[config.mk]
export PLATFORM = sky130hd
export DESIGN_NAME = fdiv_round_pack
export DESIGN_NICKNAME = d
export VERILOG_FILES = /design/src/rtl/fdiv_pkg.sv /design/src/rtl/fdiv_rne24.sv /design/src/rtl/fdiv_round_pack.sv
export SDC_FILE = /design/constraint.sdc
export NUM_CORES = 1
export LEC_CHECK = 0
export ABC_AREA = 1
export CAP_MARGIN = 10
export CORE_MARGIN = 2
export CORE_UTILIZATION = 30
export CTS_BUF_LIST = sky130_fd_sc_hd__clkbuf_8
export CTS_CLUSTER_DIAMETER = 30
export DETAILED_ROUTE_END_ITERATION = 7
export HOLD_SLACK_MARGIN = 0.15
export PLACE_DENSITY = 0.61
export SETUP_SLACK_MARGIN = 0.2
export SLEW_MARGIN = 20
export SYNTH_ARGS = -nofsm -noshare
export SYNTH_HDL_FRONTEND = slang
export SYNTH_SLANG_ARGS = --single-unit
[constraint.sdc]
create_clock -name clk -period 8.5 [get_ports clk]
set_input_delay 1.7 -clock clk [delete_from_list [all_inputs] [get_ports clk]]
set_output_delay 1.7 -clock clk [all_outputs]
set_load 0.005 [all_outputs]
[src/rtl/fdiv_pkg.sv]
// Shared encodings and field widths for the binary32 divider back end.
package fdiv_pkg;

  localparam int EXP_W  = 10;
  localparam int QUO_W  = 26;
  localparam int MANT_W = 24;
  localparam int FRAC_W = 23;

  localparam logic signed [EXP_W-1:0] BIAS    = 10'sd127;
  localparam logic signed [EXP_W-1:0] EXP_MAX = 10'sd255;
  localparam logic signed [EXP_W-1:0] EXP_MIN = 10'sd0;
  localparam logic [31:0]             QNAN    = 32'h7FC0_0000;

  typedef enum logic [1:0] {
    CLS_NORMAL = 2'b00,
    CLS_ZERO   = 2'b01,
    CLS_INF    = 2'b10,
    CLS_NAN    = 2'b11
  } cls_e;

endpackage

[src/rtl/fdiv_rne24.sv]
// Combinational round-to-nearest-even incrementer for a 24-bit mantissa.
module fdiv_rne24
  import fdiv_pkg::*;
(
  input  logic [MANT_W-1:0] mant_i,
  input  logic              guard_i,
  input  logic              sticky_i,
  output logic [MANT_W-1:0] mant_o,
  output logic              carry_o,
  output logic              inexact_o
);

  logic              roundUp;
  logic [MANT_W:0]   sum;

  assign roundUp   = guard_i & (sticky_i | mant_i[0]);
  assign sum       = {1'b0, mant_i} + {{MANT_W{1'b0}}, roundUp};
  assign carry_o   = sum[MANT_W];
  // An overflowing increment renormalises to 1.0 with the exponent bumped by the caller.
  assign mant_o    = sum[MANT_W] ? {1'b1, {(MANT_W-1){1'b0}}} : sum[MANT_W-1:0];
  assign inexact_o = guard_i | sticky_i;

endmodule

[src/rtl/fdiv_round_pack.sv]
// Two-stage back-pressurable normalise / round / pack pipeline for the binary32 divider.
module fdiv_round_pack
  import fdiv_pkg::*;
(
  input  logic              clk,
  input  logic              rst,
  input  logic              in_valid_i,
  output logic              in_ready_o,
  input  logic              in_sign_i,
  input  logic [EXP_W-1:0]  in_exp_i,
  input  logic [QUO_W-1:0]  in_quo_i,
  input  logic              in_sticky_i,
  input  logic [1:0]        in_class_i,
  output logic              out_valid_o,
  input  logic              out_ready_i,
  output logic [31:0]       out_result_o,
  output logic [2:0]        out_flags_o
);

  logic                     s1Valid_q, s2Valid_q;
  logic                     s1Adv, s2Adv;
  logic [MANT_W-1:0]        s1Mant_q, s1Mant_d;
  logic signed [EXP_W-1:0]  s1Exp_q, s1Exp_d;
  logic                     s1Guard_q, s1Guard_d;
  logic                     s1Sticky_q, s1Sticky_d;
  logic                     s1Sign_q;
  cls_e                     s1Cls_q;
  logic [31:0]              result_q, result_d;
  logic [2:0]               flags_q, flags_d;
  logic [MANT_W-1:0]        rndMant;
  logic                     rndCarry, rndInexact;
  logic signed [EXP_W-1:0]  finalExp;
  logic                     unusedHidden;

  assign s2Adv      = !s2Valid_q | out_ready_i;
  assign s1Adv      = !s1Valid_q | s2Adv;
  assign in_ready_o = s1Adv;

  always_comb begin
    s1Mant_d   = in_quo_i[24:1];
    s1Guard_d  = in_quo_i[0];
    s1Sticky_d = in_sticky_i;
    s1Exp_d    = $signed(in_exp_i) - 10'sd1;
    if (in_quo_i[25]) begin
      s1Mant_d   = in_quo_i[25:2];
      s1Guard_d  = in_quo_i[1];
      s1Sticky_d = in_quo_i[0] | in_sticky_i;
      s1Exp_d    = $signed(in_exp_i);
    end
  end

  always_ff @(posedge clk or posedge rst) begin
    if (rst) begin
      s1Valid_q  <= 1'b0;
      s1Mant_q   <= '0;
      s1Exp_q    <= '0;
      s1Guard_q  <= 1'b0;
      s1Sticky_q <= 1'b0;
      s1Sign_q   <= 1'b0;
      s1Cls_q    <= CLS_NORMAL;
    end else if (s1Adv) begin
      s1Valid_q <= in_valid_i;
      if (in_valid_i) begin
        s1Mant_q   <= s1Mant_d;
        s1Exp_q    <= s1Exp_d;
        s1Guard_q  <= s1Guard_d;
        s1Sticky_q <= s1Sticky_d;
        s1Sign_q   <= in_sign_i;
        s1Cls_q    <= cls_e'(in_class_i);
      end
    end
  end

  fdiv_rne24 u_rne (
    .mant_i    (s1Mant_q),
    .guard_i   (s1Guard_q),
    .sticky_i  (s1Sticky_q),
    .mant_o    (rndMant),
    .carry_o   (rndCarry),
    .inexact_o (rndInexact)
  );

  assign finalExp     = s1Exp_q + $signed({{(EXP_W-1){1'b0}}, rndCarry});
  assign unusedHidden = rndMant[MANT_W-1];

  // Special classes skip rounding entirely; NaN is always the canonical quiet NaN.
  always_comb begin
    result_d = {s1Sign_q, finalExp[7:0], rndMant[FRAC_W-1:0]};
    flags_d  = {2'b00, rndInexact};
    case (s1Cls_q)
      CLS_ZERO: begin
        result_d = {s1Sign_q, 31'b0};
        flags_d  = 3'b000;
      end
      CLS_INF: begin
        result_d = {s1Sign_q, 8'hFF, 23'b0};
        flags_d  = 3'b000;
      end
      CLS_NAN: begin
        result_d = QNAN;
        flags_d  = 3'b000;
      end
      default: begin
        if (finalExp >= EXP_MAX) begin
          result_d = {s1Sign_q, 8'hFF, 23'b0};
          flags_d  = 3'b101;
        end else if (finalExp <= EXP_MIN) begin
          result_d = {s1Sign_q, 31'b0};
          flags_d  = 3'b011;
        end
      end
    endcase
  end

  always_ff @(posedge clk or posedge rst) begin
    if (rst) begin
      s2Valid_q <= 1'b0;
      result_q  <= '0;
      flags_q   <= '0;
    end else if (s2Adv) begin
      s2Valid_q <= s1Valid_q;
      if (s1Valid_q) begin
        result_q <= result_d;
        flags_q  <= flags_d;
      end
    end
  end

  assign out_valid_o  = s2Valid_q;
  assign out_result_o = result_q;
  assign out_flags_o  = flags_q;

endmodule

== Yosys cells after proc, flatten, opt, wreduce, memory -nomap -nowiden ==
Index checks and enable logic that the tools add are counted.
Word-level totals
  register bits after elaboration: 76
  latch bits: 0
  memory bits (writable): 0
  bits in read-only memories: 0
  bits of input ports: 44
  output and inout port bits: 37
  word-level logic and storage cells: 40
  memories: 0
Cells by class
  add/sub/neg operators: 3
  multipliers: 0
  div/mod/pow operators: 0
  order comparisons: 2
  equal/unequal tests: 3
  shift-type cells: 0
  mux-type cells: 11
  bitwise gates (word level): 6
  reductions and logical operators: 5
Operators by type and width (number)
  case mux 32 bit (3 select lines): 1
  2-to-1 mux 31 bit: 2
  adder 24 x 1 -> 25 bit: 1
  2-to-1 mux 24 bit: 1
  2-to-1 mux 23 bit: 1
  adder 10 x 2 -> 10 bit: 1
  >= comparator 10 x 9 -> 1 bit (second input constant): 1
  less-or-equal comparator 10 x 1 -> 1 bit (second input constant): 1
  2-to-1 mux 10 bit: 1
  subtractor 10 x 2 -> 10 bit (second input constant): 1
  2-to-1 mux 3 bit: 2
  OR 1 bit: 5
  == test 2 bit (second input constant): 2
  AND reduction 2 bit: 2
  OR reduction 3 bit: 1
  == test 2 x 1 -> 1 bit (second input constant): 1
  zero test 1 bit: 2
  2-to-1 mux 1 bit: 2
  2-to-1 mux 2 bit: 1
  bitwise AND 1 bit: 1

== Longest topological paths before layout ==
  word-level depth: 8
  depth in mapped cells: 25
  mapped depth without buffers: 25

== Modules after synthesis ==
Synthesis repeated with hierarchy kept, for this count alone.
Second synthesis, totals
  cells, all modules: 617
  area, all modules: 4620.7 um^2
Modules (own cells, without submodules)
  fdiv_round_pack: instances 1, cells each 472, area an instance 3875.0 um^2, sequential area each 1901.8 um^2
  fdiv_rne24: instances 1, cells each 145, area an instance 745.7 um^2, sequential area each 0.0 um^2

== Worst setup path after synthesis ==
No wires, ideal clock.
  path kind: input-to-output
  from: input port out_ready_i
  to: output port in_ready_o
  arrival time: 1.849 ns
  data required time: 6.800 ns
  slack: 4.951 ns
  stages on the path: 2
  buffers on the path: 0
  cell sequence: inv_1 > nand3_1
Between the ends
  word-level cells in the longest chain between the ends: 2
RTL lines
  from (decl): RTL line fdiv_round_pack.sv:15  | input logic out_ready_i,
  OR 1 bit: RTL line fdiv_round_pack.sv:35  | assign s2Adv = !s2Valid_q | out_ready_i;
  OR 1 bit: RTL line fdiv_round_pack.sv:36  | assign s1Adv = !s1Valid_q | s2Adv;
  to (decl): RTL line fdiv_round_pack.sv:8  | output logic in_ready_o,
No other way between the ends.

== Final worst setup path ==
Ends and elaborated chain as after synthesis.

==> out/results.tsv <==
metric	value	unit
cts.htree.levels	3	
grt_max_degree	77	
synthAdderAreaFrac	1.498	%
clk_latency	0.36	ns
synth-simple-area-share	31.05	%
ant_nets	0	
critPathBufInv	3	
clockRootBuffer	clkbuf_8	
final_cells	815	
hp-class	flop to flop	
dp.cells	799	
antenna_found_initial	0	
grt.total_usage	15.37	%
synth_top_family_by_area	simple AND/OR/NAND/NOR gates	
fin_util	39.10	%
worstSetupStartpoint	out_ready_i	
layout_common_cells	174 x nand2_1, 79 x clkdlybuf4s50_1, 76 x dfrtp_1	
drt_wl_total	10.60	mm
grt_pass1_wl	17.87	mm
clock_path_buffers	2	
p_sw_share	31.72	%
final_common_cell	nand2_1	
crit_slowest_cell	clkdlybuf4s50_1	
synth.area.mux_share	0	%
io_buffer_count	80	
start_kind	input port	
dieArea	14880	µm²
synth-compound-area-share	11.63	%
grt_overflow	0	
netlist_area	4175	µm²
drc	0	
cpPeakStageDelay	0.51	ns
ctsHoldBuffers	0	
path_clk_slew	0.08	ns
setup_viol	0	
ys_seq_elements	76	
syn2layout_area_growth	28.47	%
yosysSeqAreaShare	45.55	%
fin_area	5364	µm²
num_vias	3808	
drt_iter0_markers	342	
cp.arrival	2.80	ns
r2r_start	s1Mant_q[0]	
criticalPathCategory	input port to primary output	
grt_pass1_vias	3681	
nFillCells	1424	
drtPass1Iterations	4	
post_cts_buffers	0	
fin_nets	679	
post_synth.cell_area_avg	7.550	µm²
tightestPinTransition	0.9867	ns
core	13720	µm²
min_from	s1Sign_q	
yosys.cell_types.count	33	
cts_resized	0	
p_sw	0.0003503	W
clkSinkCount	76	
place_area	5152	µm²
worst_path_most_repeated_cell	clkdlybuf4s50_1	
p_leak	2.526	nW
synth-warning-count	0	
setup_slack	3.996	ns
maxSlewHeadroom	34.22	%
pwr-share-clk	27.7	%
path_cells	clkdlybuf4s50_1 -> inv_1 -> nand3_1 -> clkdlybuf4s50_1	
hold_viol	0	
cts_buffers	9	
cts_tree	built	
io_pins	81	
maxCapViolCount	0	
start_util	30.43	%
status	finished clean	
worstPathRequired	6.80	ns
fin_setup_tns	0	ns
skew	0.009363	ns
drive_gt1_share	8.346	%
pre_cts_slack	3.587	ns
wl_per_cell	13.00	µm
die_h	122.0	µm
gp_congestion	0.8326	
post-route-period-util	52.98	%
rsz0062_at_grt	false	
antenna_cells	0	
peakVddDrop	0.00006235	V
num_rows	43	
synth_cells	553	
synth_nets	602	
die_w	122.0	µm
critPathTopFamily	buffers and inverters	
via_per_inst	4.672	
slew_violations	0	
max_freq	222.0	MHz
p_per_area	205.9	nW/µm²
seq_power_share	43.9	%
synth_xor_area_share	3.776	%
crit_fanout	3	
cp-end-kind	primary output	
internal_power	0.0007540	W
p_comb_share	28.4	%
dp.final_hpwl	7.893	mm
post-route-min-period	4.504	ns
power groups by stage:
stage | combinational, W | sequential (W) | clock (W)
after floorplan | 0.000173 | 0.000484 | 0
after global placement | 0.000313 | 0.000490 | 0
after detailed placement | 0.000317 | 0.000493 | 0
after CTS | 0.000319 | 0.000486 | 0.000315
after global routing | 0.000358 | 0.000495 | 0.000332
final | 0.000314 | 0.000485 | 0.000306
logic make-up (layout without fill, tap and decap cells):
logic type | count (synthesis) | in the layout
xor gates and xnor gates | 18 | 18
buffers and inverters | 69 | 151
and+or+nand+nor | 305 | 305
DFF | 76 | 76
adders and majority gates | 5 | 5
AOI/OAI and AO/OA | 80 | 80
worst paths after layout:
kind	depth (start not counted)	to	slack [ns]
worst max register to register	21	out_result_o[21]	4.96
max in group asynchronous	3	s1Mant_q[13]	5.89
worst max-delay path	4	in_ready_o	4.00
worst min-delay path	2	s1Sign_q	0.48
worst min register to register	2	s1Sign_q	0.48
min in group asynchronous	3	s1Exp_q[6]	1.97
per-stage QoR:
step                 power, W  hold WS, ns
floorplan           0.0006570       0.4497
global placement    0.0008034       0.4667
detailed placement  0.0008102       0.4676
CTS                  0.001120       0.4879
global route         0.001185       0.5120
finish               0.001104       0.4820
routing by layer:
metal  routed length [µm]  up-vias  global-route usage, %  share of wire [%]
met2                 4969       79                  25.14                 47
met1                 4851     1778                  19.70                 46
met3                  605       14                  4.073                5.7
met5                    0        -                      0                  0
met4                  170        0                  5.172                1.6
li1                     -     1937                      -                  -
cell usage after synthesis, drive strengths merged:
cell | count | area [µm²]
nand2 | 182 | 723.2
nor2 | 77 | 319.1
dfrtp | 76 | 1902
inv | 49 | 183.9
o21ai | 39 | 236.5
nand3 | 28 | 145.1
a31oi | 26 | 162.7
xor2 | 15 | 131.4
clkbuf | 13 | 48.80
a21oi | 11 | 55.05
nand4 | 8 | 50.05
ha | 5 | 62.56
buf | 4 | 22.52
nor3 | 4 | 20.02
or2 | 4 | 25.03
clkinv | 3 | 16.27
xnor2 | 3 | 26.28
a22oi | 2 | 15.01
a22o | 1 | 8.760
nand3b | 1 | 7.510
nor4 | 1 | 6.260
o21bai | 1 | 7.510
flip-flops by register name (all words and copies together), names as in the netlist:
register      flops
s1Mant_q         24
s1Exp_q          10
s1Guard_q         1
out_flags_o       3
s1Sign_q          1
s1Valid_q         1
s1Sticky_q        1
out_valid_o       1
s1Cls_q           2
out_result_o     32
worst register-to-register path, delay by kind of cell, from the launching register on:
family,cells,cell delay [ns]
buffers and inverters,2,0.20
adders and majority gates,4,0.81
and+or+nand+nor,14,1.86
DFF,1,0.39
AOI/OAI and AO/OA,1,0.15
final cells by class:
cell class	instances	area, µm²	share of cell area (%)
well taps	180	225.2	4.199
clock inverters	6	78.83	1.470
repair buffers	83	818.3	15.26
flip-flops and latches	76	1902	35.46
inverters	52	200.2	3.732
multi-input cells	408	2002	37.32
clock buffers	10	137.6	2.566
Power figures use the tool's default switching activity.
